File: config.mk
export PLATFORM = sky130hd
export DESIGN_NAME = uart_tx_arbiter
export DESIGN_NICKNAME = d
export VERILOG_FILES = /design/src/rtl/uart_tx_arbiter.sv
export SDC_FILE = /design/constraint.sdc
export NUM_CORES = 1
export LEC_CHECK = 0
export CORE_UTILIZATION = 36
export CTS_CLUSTER_DIAMETER = 100
export DETAILED_ROUTE_END_ITERATION = 6
export PLACE_DENSITY = 0.76
export SYNTH_ARGS = -nofsm -noshare
export SYNTH_HDL_FRONTEND = slang
export SYNTH_SLANG_ARGS = --single-unit
File: constraint.sdc
create_clock -name clk -period 1.7 [get_ports clk]
set_input_delay 0.34 -clock clk [delete_from_list [all_inputs] [get_ports clk]]
set_output_delay 0.34 -clock clk [all_outputs]
set_load 0.005 [all_outputs]
File: src/rtl/uart_tx_arbiter.sv
// rtl/uart_tx_arbiter.sv - packet-atomic round-robin arbiter in front of the UART TX FIFO
// Optional grant-id header byte before each packet: define UART_ARB_ID_HDR_EN.
module uart_tx_arbiter #(
  parameter int NREQ    = 4,
  parameter int MAX_PKT = 16
) (
  input  logic                     clk,
  input  logic                     rst_n,
  input  logic [NREQ-1:0]          req_valid,
  input  logic [8*NREQ-1:0]        req_data,
  input  logic [NREQ-1:0]          req_last,
  output logic [NREQ-1:0]          req_ready,
  input  logic                     fifo_full,
  output logic                     fifo_wr_en,
  output logic [7:0]               fifo_wr_data,
  output logic [$clog2(NREQ)-1:0]  grant_id,
  output logic                     busy,
  output logic                     trunc_err
);

  localparam int IDW = $clog2(NREQ);

`ifdef UART_ARB_ID_HDR_EN
  typedef enum logic [1:0] {S_IDLE = 2'd0, S_HDR = 2'd1, S_XFER = 2'd2} state_e;
`else
  typedef enum logic [1:0] {S_IDLE = 2'd0, S_XFER = 2'd2} state_e;
`endif

  state_e         state_q, state_d;
  logic [IDW-1:0] grant_q, grant_d;
  logic [IDW-1:0] ptr_q, ptr_d;
  logic [7:0]     cnt_q, cnt_d;
  logic           trunc_q, trunc_d;
  logic           busy_q;

  logic           win_found;
  logic [IDW-1:0] win_idx;

  function automatic logic [IDW-1:0] rr_idx(input logic [IDW-1:0] base, input int off);
    int s;
    s = int'(base) + off;
    if (s >= NREQ) s = s - NREQ;
    return IDW'(s);
  endfunction

  function automatic logic [IDW-1:0] next_ptr(input logic [IDW-1:0] g);
    if (int'(g) == NREQ - 1) return '0;
    return g + 1'b1;
  endfunction

  // Scan from the highest offset down so the nearest valid requester above ptr wins.
  always_comb begin
    win_found = 1'b0;
    win_idx   = '0;
    for (int i = NREQ - 1; i >= 0; i--) begin
      if (req_valid[rr_idx(ptr_q, i)]) begin
        win_found = 1'b1;
        win_idx   = rr_idx(ptr_q, i);
      end
    end
  end

  always_comb begin
    state_d      = state_q;
    grant_d      = grant_q;
    ptr_d        = ptr_q;
    cnt_d        = cnt_q;
    trunc_d      = 1'b0;
    req_ready    = '0;
    fifo_wr_en   = 1'b0;
    fifo_wr_data = 8'h00;
    case (state_q)
      S_IDLE: begin
        if (win_found) begin
          grant_d = win_idx;
          cnt_d   = '0;
`ifdef UART_ARB_ID_HDR_EN
          state_d = S_HDR;
`else
          state_d = S_XFER;
`endif
        end
      end
`ifdef UART_ARB_ID_HDR_EN
      S_HDR: begin
        if (!fifo_full) begin
          fifo_wr_en   = 1'b1;
          fifo_wr_data = 8'hA0 | 8'(grant_q);
          state_d      = S_XFER;
        end
      end
`endif
      S_XFER: begin
        req_ready[grant_q] = !fifo_full;
        fifo_wr_data       = req_data[8*grant_q +: 8];
        fifo_wr_en         = req_valid[grant_q] & !fifo_full;
        if (fifo_wr_en) begin
          cnt_d = cnt_q + 8'd1;
          // A last byte landing exactly on the limit is a clean end, not a truncation.
          if (req_last[grant_q]) begin
            state_d = S_IDLE;
            ptr_d   = next_ptr(grant_q);
          end else if (cnt_d == 8'(MAX_PKT)) begin
            state_d = S_IDLE;
            ptr_d   = next_ptr(grant_q);
            trunc_d = 1'b1;
          end
        end
      end
      default: state_d = S_IDLE;
    endcase
  end

  always_ff @(posedge clk or negedge rst_n) begin
    if (!rst_n) begin
      state_q <= S_IDLE;
      grant_q <= '0;
      ptr_q   <= '0;
      cnt_q   <= '0;
      trunc_q <= 1'b0;
      busy_q  <= 1'b0;
    end else begin
      state_q <= state_d;
      grant_q <= grant_d;
      ptr_q   <= ptr_d;
      cnt_q   <= cnt_d;
      trunc_q <= trunc_d;
      busy_q  <= (state_d != S_IDLE);
    end
  end

  assign grant_id  = grant_q;
  assign busy      = busy_q;
  assign trunc_err = trunc_q;

endmodule
==> out/metrics.csv, run 1 <==
stage;metric;value;unit
layout;fin_nets;262;
clock_tree;hold_buffers;0;
synthesis;synth.top_cells.by_area;dfrtp_1, mux4_2, ha_1;
timing;period_share;119.9;%
timing;min_period;2.038;ns
power_and_ir_drop;totalPowerFinal;2.441;mW
status;outcome;complete, but fails checks;
timing;max_freq;490.7;MHz
drt;ant_nets;0;
layout;diodes;0;
layout;area_growth;95.52;%
timing;setup_slack;-0.3380;ns
synthesis;async_flop_share;100.0;%
placed_design;place_area;2031;sq um
drt;vias;1329;
setup_path;critPathKind;flip-flop to primary output;
synthesis;synth.top_cell.area_share;33.37;%
timing;tightest_slew;0.5762;ns
synthesis;synth_ff_type;dfrtp_1;
synthesis;syn_area;1200;sq um
placed_design;post-place-ws;-0.4775;ns
setup_path;crit_path_end_kind;primary output;
timing;finalSetupViolations;20;
floorplanning;die-area;3568;sq um
synthesis;synth_seq_cells;16;
floorplanning;std_cell_rows;20;
synthesis;yosysWarningCount;0;
drt;vias_per_cell;5.171;
setup_path;timing.rr.start;grant_id[0];
synthesis;synth.avg_cell_area;10.34;sq um
setup_path;crit_fanout;7;
drt;drt_iter0_markers;41;
clock_tree;cts_root_buf;clkbuf_4;
job;drv_cap;0;
layout;fin_util;75.60;%
synthesis;ys_seq_area_share;33.37;%
setup_path;required;1.36;ns
clock_tree;cts_tree;done;
status;violations;negative setup slack;
synthesis;syn_inst;116;
global_routing;grt_max_degree;16;
setup_path;reg2regPathDepth;7;
synthesis;yosysTopAreaCell;dfrtp_1;
synthesis;ys_types;37;
global_routing;grt_pass1_vias;1390;
clock_tree;cts_buffer_depth;2;
clock_tree;cts_buffers;3;
global_routing;antenna_found_initial;0;
setup_path;rr_endpoint;ptr_q[1];
floorplanning;boundaryPins;60;
floorplanning;coreArea;3103;sq um
min_path;hp-class;input pin to asynchronous set/reset pin;
timing;rsz0062_at_grt;yes;
global_routing;grtUsageTotal;22.43;%
timing;relSlewSlack;61.58;%
placed_design;gp_congestion;0.8832;
drt;routed_wl;3832;um
setup_path;crit_arrival;1.70;ns
clock_tree;cts_max_level;1;
power_and_ir_drop;p_per_area;1040;nW/um^2
power_and_ir_drop;peakVddDrop;0.6537;mV
power_and_ir_drop;leakage;1.029;nW
clock_tree;cts.sinks;16;
setup_path;r2r_slack;-0.20;ns
placed_design;io_buffers;59;
layout;stdcell_area;2346;sq um
global_routing;overflow;0;
timing;slew_viol_final;0;
floorplanning;die_w;59.73;um
floorplanning;die-height;59.73;um
layout;nFillCells;208;
layout;drive_above_1_share;47.42;%
floorplanning;initial_core_util;38.67;%
synthesis;synth_edf_count;0;
drt;dr.pass1.iters;4;
timing;tns;-4.087;ns
timing;finalHoldViolCount;0;
setup_path;critPathLaunchType;flip-flop;
drt;wl_per_cell;14.91;um
clock_tree;worstSkewPairLatency;0.29;ns
placed_design;dp_hpwl;2778;um
global_routing;grt_pass1_wl;5920;um
timing;skew;0.006161;ns
drt;remaining_drc_errors;0;
clock_tree;worst_setup_hold_path_clk_slew;0.10;ns
synthesis;synthesis.nets;164;
## sequential cells by signal, indices dropped and copies added, names as in the netlist
name,count
trunc_err,1
grant_id,2
state_q,2
ptr_q,2
busy,1
cnt_q,8
## power by group
part / internal [mW] / switching [mW]
sequential: 0.454 / 0.0742
combinational: 1.00 / 0.653
clock: 0.131 / 0.126
## worst max-delay path by stage
stage | from | end | slack (ns) | cells after the start
2_1_floorplan | grant_id[0] | fifo_wr_data[0] | 0.08 | 3
3_3_place_gp | req_data[11] | fifo_wr_data[3] | -0.47 | 4
3_5_place_dp | req_valid[3] | fifo_wr_en | -0.48 | 5
4_1_cts | grant_id[0] | fifo_wr_data[3] | -0.34 | 5
5_1_grt | grant_id[0] | fifo_wr_data[7] | -0.41 | 5
6_report | grant_id[0] | fifo_wr_data[7] | -0.34 | 5
## kinds of logic (layout without fill, tap and decap cells)
group / Yosys count / after routing / synth area share, %
adder cells (fa/ha/maj): 5 / 5 / 5.214
AO/OA/AOI/OAI: 22 / 22 / 12.51
XOR/XNOR: 3 / 3 / 2.190
AND/OR/NAND/NOR: 48 / 48 / 21.48
multiplexers: 13 / 13 / 21.69
flip-flops: 16 / 16 / 33.37
buffers and inverters: 8 / 105 / 3.231
other: 1 / 1 / 0.3125
## stage by stage
| stage | hold WS (ns) | std cells |
|---|---|---|
| 2_1_floorplan | 0.04441 | 116 |
| 3_3_place_gp | 0.4813 | 241 |
| 3_5_place_dp | 0.4818 | 241 |
| 4_1_cts | 0.3078 | 256 |
| 5_1_grt | 0.3258 | 257 |
| 6_report | 0.3113 | 257 |
## cell type report
class                   count  area [sq um]  area share, %
flip-flops and latches     16         401.6          17.12
inverters                   4         22.52         0.9600
clock buffers               4         36.28          1.547
repair buffers             97         908.4          38.72
well taps                  44         55.05          2.347
multi-input cells          92         922.1          39.31
## cells in the final DEF, fill, tap and decap left out, types with 3 or more instances in the layout
cell	count
nor2b_4	4
dfrtp_1	15
o21ai_1	5
nand3_1	4
nor2_1	5
buf_4	27
clkdlybuf4s50_1	44
nor2b_1	5
o21ai_2	6
buf_6	13
nand2b_1	4
ha_4	4
nand2_2	3
and2_4	6
mux4_2	10
xor2_1	3
nand2_1	8
clkbuf_4	3
buf_2	7
## critical path, cell delays in order, from the launching register on
cell and delay (ns):
dfrtp_2 0.39, buf_12 0.13, buf_8 0.11, mux4_2 0.47, nor2b_1 0.15, buf_2 0.16
## synth_stat cells (2+ instances only)
library cell  instances
nor2_1                6
ha_1                  5
and2_1                4
nand3_1               4
nand2_1              11
o21ai_1               3
mux4_2               10
nor3b_1               3
inv_1                 3
nand2b_1              4
and3_1                2
xor2_1                3
mux2i_1               2
nor2b_1               9
o21ai_0               9
dfrtp_1              16
o31ai_1               2
## metal layers
metal / wire [um] / GRT usage (%) / up-vias
met4: 57 / 4.983 / 0
met3: 291 / 6.494 / 8
li1: - / - / 614
met2: 2119 / 41.75 / 66
met1: 1363 / 24.97 / 641
met5: 0 / 0 / -
## what timing repair did
| action | in CTS | in global routing |
|---|---|---|
| buffers inserted | 11 | 4 |
| gates resized for setup | 76 | 50 |
| endpoints found under the setup margin | 25 | 24 |
| pin swaps | 5 | 13 |
(Power assumes the default switching activity.)
==> run 2, diff against run 1 <==
--- a/config.mk
+++ b/config.mk
@@ -8,7 +8,7 @@
 export CORE_UTILIZATION = 36
 export CTS_CLUSTER_DIAMETER = 100
 export DETAILED_ROUTE_END_ITERATION = 6
-export PLACE_DENSITY = 0.76
+export PLACE_DENSITY = 0.84
 export SYNTH_ARGS = -nofsm -noshare
 export SYNTH_HDL_FRONTEND = slang
 export SYNTH_SLANG_ARGS = --single-unit
==> run 2 against run 1 <==
Net effect:
- global-route usage is 3.0 points higher
- clock power is 12% lower
- utilization is 0.32 points lower
- sequential share of layout area is 0.13 points higher
- highest routed layer unchanged
- hold slack better by 0.040 ns
- routed wire length is 26% higher
- the run still ends with negative setup slack left
==> out/metrics.csv, run 2 (synthesis results as in run 1) <==
stage;metric;value;unit
status;outcome;complete, but fails checks;
status;violations;negative setup slack;
power_and_ir_drop;peakVddDrop;0.7555;mV
global_routing;grtUsageMet3;4.329;%
timing;tns;-4.844;ns
placed_design;dp_cells;232;
power_and_ir_drop;power_switching;0.9369;mW
floorplanning;initial_core_util;38.67;%
global_routing;antenna_found_initial;0;
setup_path;cp_slowest_cell;dfrtp_2;
power_and_ir_drop;intPower;1.705;mW
setup_path;r2r_slack;-0.22;ns
drt;routed_wl;4838;um
setup_path;crit_path_end_kind;primary output;
placed_design;post-place-ws;-0.4831;ns
timing;slew_viol_final;0;
setup_path;crit_fanout;2;
job;drv_cap;0;
timing;rsz0062_at_grt;yes;
global_routing;grt.busiest_layer;met2;
global_routing;grt.met1_usage;26.11;%
timing;relSlewSlack;63.37;%
drt;ant_nets;0;
layout;max_flop_register;cnt_q;
layout;layout_common_cells;clkdlybuf4s50_1, buf_4, buf_6;
global_routing;grt_use_met2;48.73;%
global_routing;overflow;0;
power_and_ir_drop;leakage;1.022;nW
placed_design;io_buffers;59;
timing;tightest_slew;0.5494;ns
setup_path;critPathKind;flip-flop to primary output;
layout;diodes;0;
floorplanning;die_w;59.73;um
setup_path;worstPathCellList;buf_12 > buf_12 > mux4_2 > nor2b_4 > buf_2;
placed_design;dp_hpwl;3021;um
timing;finalSetupViolations;25;
drt;vias;1424;
setup_path;path_common_cell;buf_12;
setup_path;rr_endpoint;ptr_q[1];
clock_tree;worst_setup_hold_path_clk_slew;0.10;ns
layout;fin_nets;261;
layout;stdcell_area;2336;sq um
layout;area_growth;94.68;%
timing;period_share;122.0;%
placed_design;place_area;1963;sq um
global_routing;grt_pass1_vias;1425;
global_routing;grt_max_degree;17;
setup_path;max_stage_delay;0.44;ns
power_and_ir_drop;sequentialPowerShare;21.3;%
timing;finalHoldViolCount;0;
floorplanning;die-area;3568;sq um
timing;skew;0.006593;ns
power_and_ir_drop;pwr-share-comb;70.2;%
clock_tree;cts.sinks;16;
setup_path;crit_arrival;1.73;ns
clock_tree;cts_root_buf;clkbuf_4;
drt;remaining_drc_errors;0;
layout;drive_above_1_share;44.81;%
power_and_ir_drop;totalPowerFinal;2.641;mW
drt;drt_iter0_markers;49;
floorplanning;std_cell_rows;20;
drt;vias_per_cell;5.563;
power_and_ir_drop;sw_frac_of_total;35.47;%
floorplanning;boundaryPins;60;
layout;finalNonFillerCells;256;
layout;largest_register_ffs;8;
global_routing;grt_pass1_wl;6603;um
clock_tree;worstSkewPairLatency;0.31;ns
clock_tree;cts_max_level;1;
min_path;hp-class;input pin to asynchronous set/reset pin;
setup_path;timing.critical_path.buf_inv;3;
setup_path;critPathLaunchType;flip-flop;
power_and_ir_drop;p_per_area;1131;nW/um^2
global_routing;grtUsageTotal;25.41;%
setup_path;timing.rr.start;grant_id[0];
floorplanning;die-height;59.73;um
drt;wl_per_cell;18.90;um
layout;final_common_cell;clkdlybuf4s50_1;
timing;min_period;2.074;ns
setup_path;required;1.36;ns
clock_tree;cts_tree;done;
clock_tree;cts_buffers;3;
floorplanning;coreArea;3103;sq um
power_and_ir_drop;p_clk_share;8.5;%
placed_design;gp_congestion;0.8797;
setup_path;reg2regPathDepth;7;
clock_tree;cts_buffer_depth;2;
timing;setup_slack;-0.3741;ns
timing;max_freq;482.1;MHz
drt;dr.pass1.iters;5;
setup_path;crit_family;flip-flops;
layout;nFillCells;219;
run 2: cell count changes in the layout (fill, tap and decap cells not counted), sizes merged:
cell / change
buf: -1
dlygate4sd2: -1
dlymetal6s2s: +1
run 2: worst max path at each step:
stage	cells after the start	endpoint	from	slack (ns)
floorplan	3	fifo_wr_data[0]	grant_id[0]	0.08
global placement	5	fifo_wr_en	req_valid[3]	-0.47
detailed placement	5	fifo_wr_en	req_valid[3]	-0.48
CTS	5	fifo_wr_data[7]	grant_id[0]	-0.35
global route	5	fifo_wr_data[0]	grant_id[0]	-0.42
finish	5	fifo_wr_data[7]	grant_id[0]	-0.37
run 2: metal layers:
| metal | wire, um | share of wire (%) | up-vias |
|---|---|---|---|
| li1 | - | - | 616 |
| met1 | 1544 | 32 | 709 |
| met2 | 2761 | 57 | 80 |
| met3 | 295 | 6.1 | 19 |
| met4 | 238 | 4.9 | 0 |
| met5 | 0 | 0 | - |
run 2: area by class of cell:
| type | instances | area, sq um | share of cell area (%) |
|---|---|---|---|
| clock buffers | 4 | 26.28 | 1.125 |
| repair buffers | 96 | 938.4 | 40.17 |
| well taps | 44 | 55.05 | 2.357 |
| inverters | 4 | 20.02 | 0.8570 |
| flip-flops and latches | 16 | 402.9 | 17.25 |
| multi-input cells | 92 | 893.4 | 38.24 |
run 2: stage by stage:
step                util (%)  hold slack [ns]
global placement       63.27           0.4762
floorplan                  -          0.04441
CTS                    70.44           0.3624
global route           75.28           0.3878
finish                 75.28           0.3513
detailed placement     63.27           0.4881
run 2: worst register-to-register path, cell delays in order, from the launching register on:
cell     delay [ns]
dfrtp_2        0.41
buf_6          0.12
buf_6          0.12
buf_6          0.11
mux4_2         0.54
a21oi_4        0.17
nor2_2         0.06
mux2_4         0.29
run 2: repair_timing:
action | CTS | global route
hold buffers | 0 | 0
setup buffers | 16 | 4
resized for setup | 81 | 34
cloned | 1 | 1
pin swaps | 7 | 4
setup endpoints to repair | 26 | 26
run 2: power by group through the flow:
stage	Combinational [mW]	Clock [mW]	Sequential, mW
detailed placement	1.09	0	0.586
global placement	1.05	0	0.580
global route	1.96	0.247	0.573
floorplan	0.612	0	0.545
CTS	1.56	0.220	0.530
finish	1.85	0.225	0.563
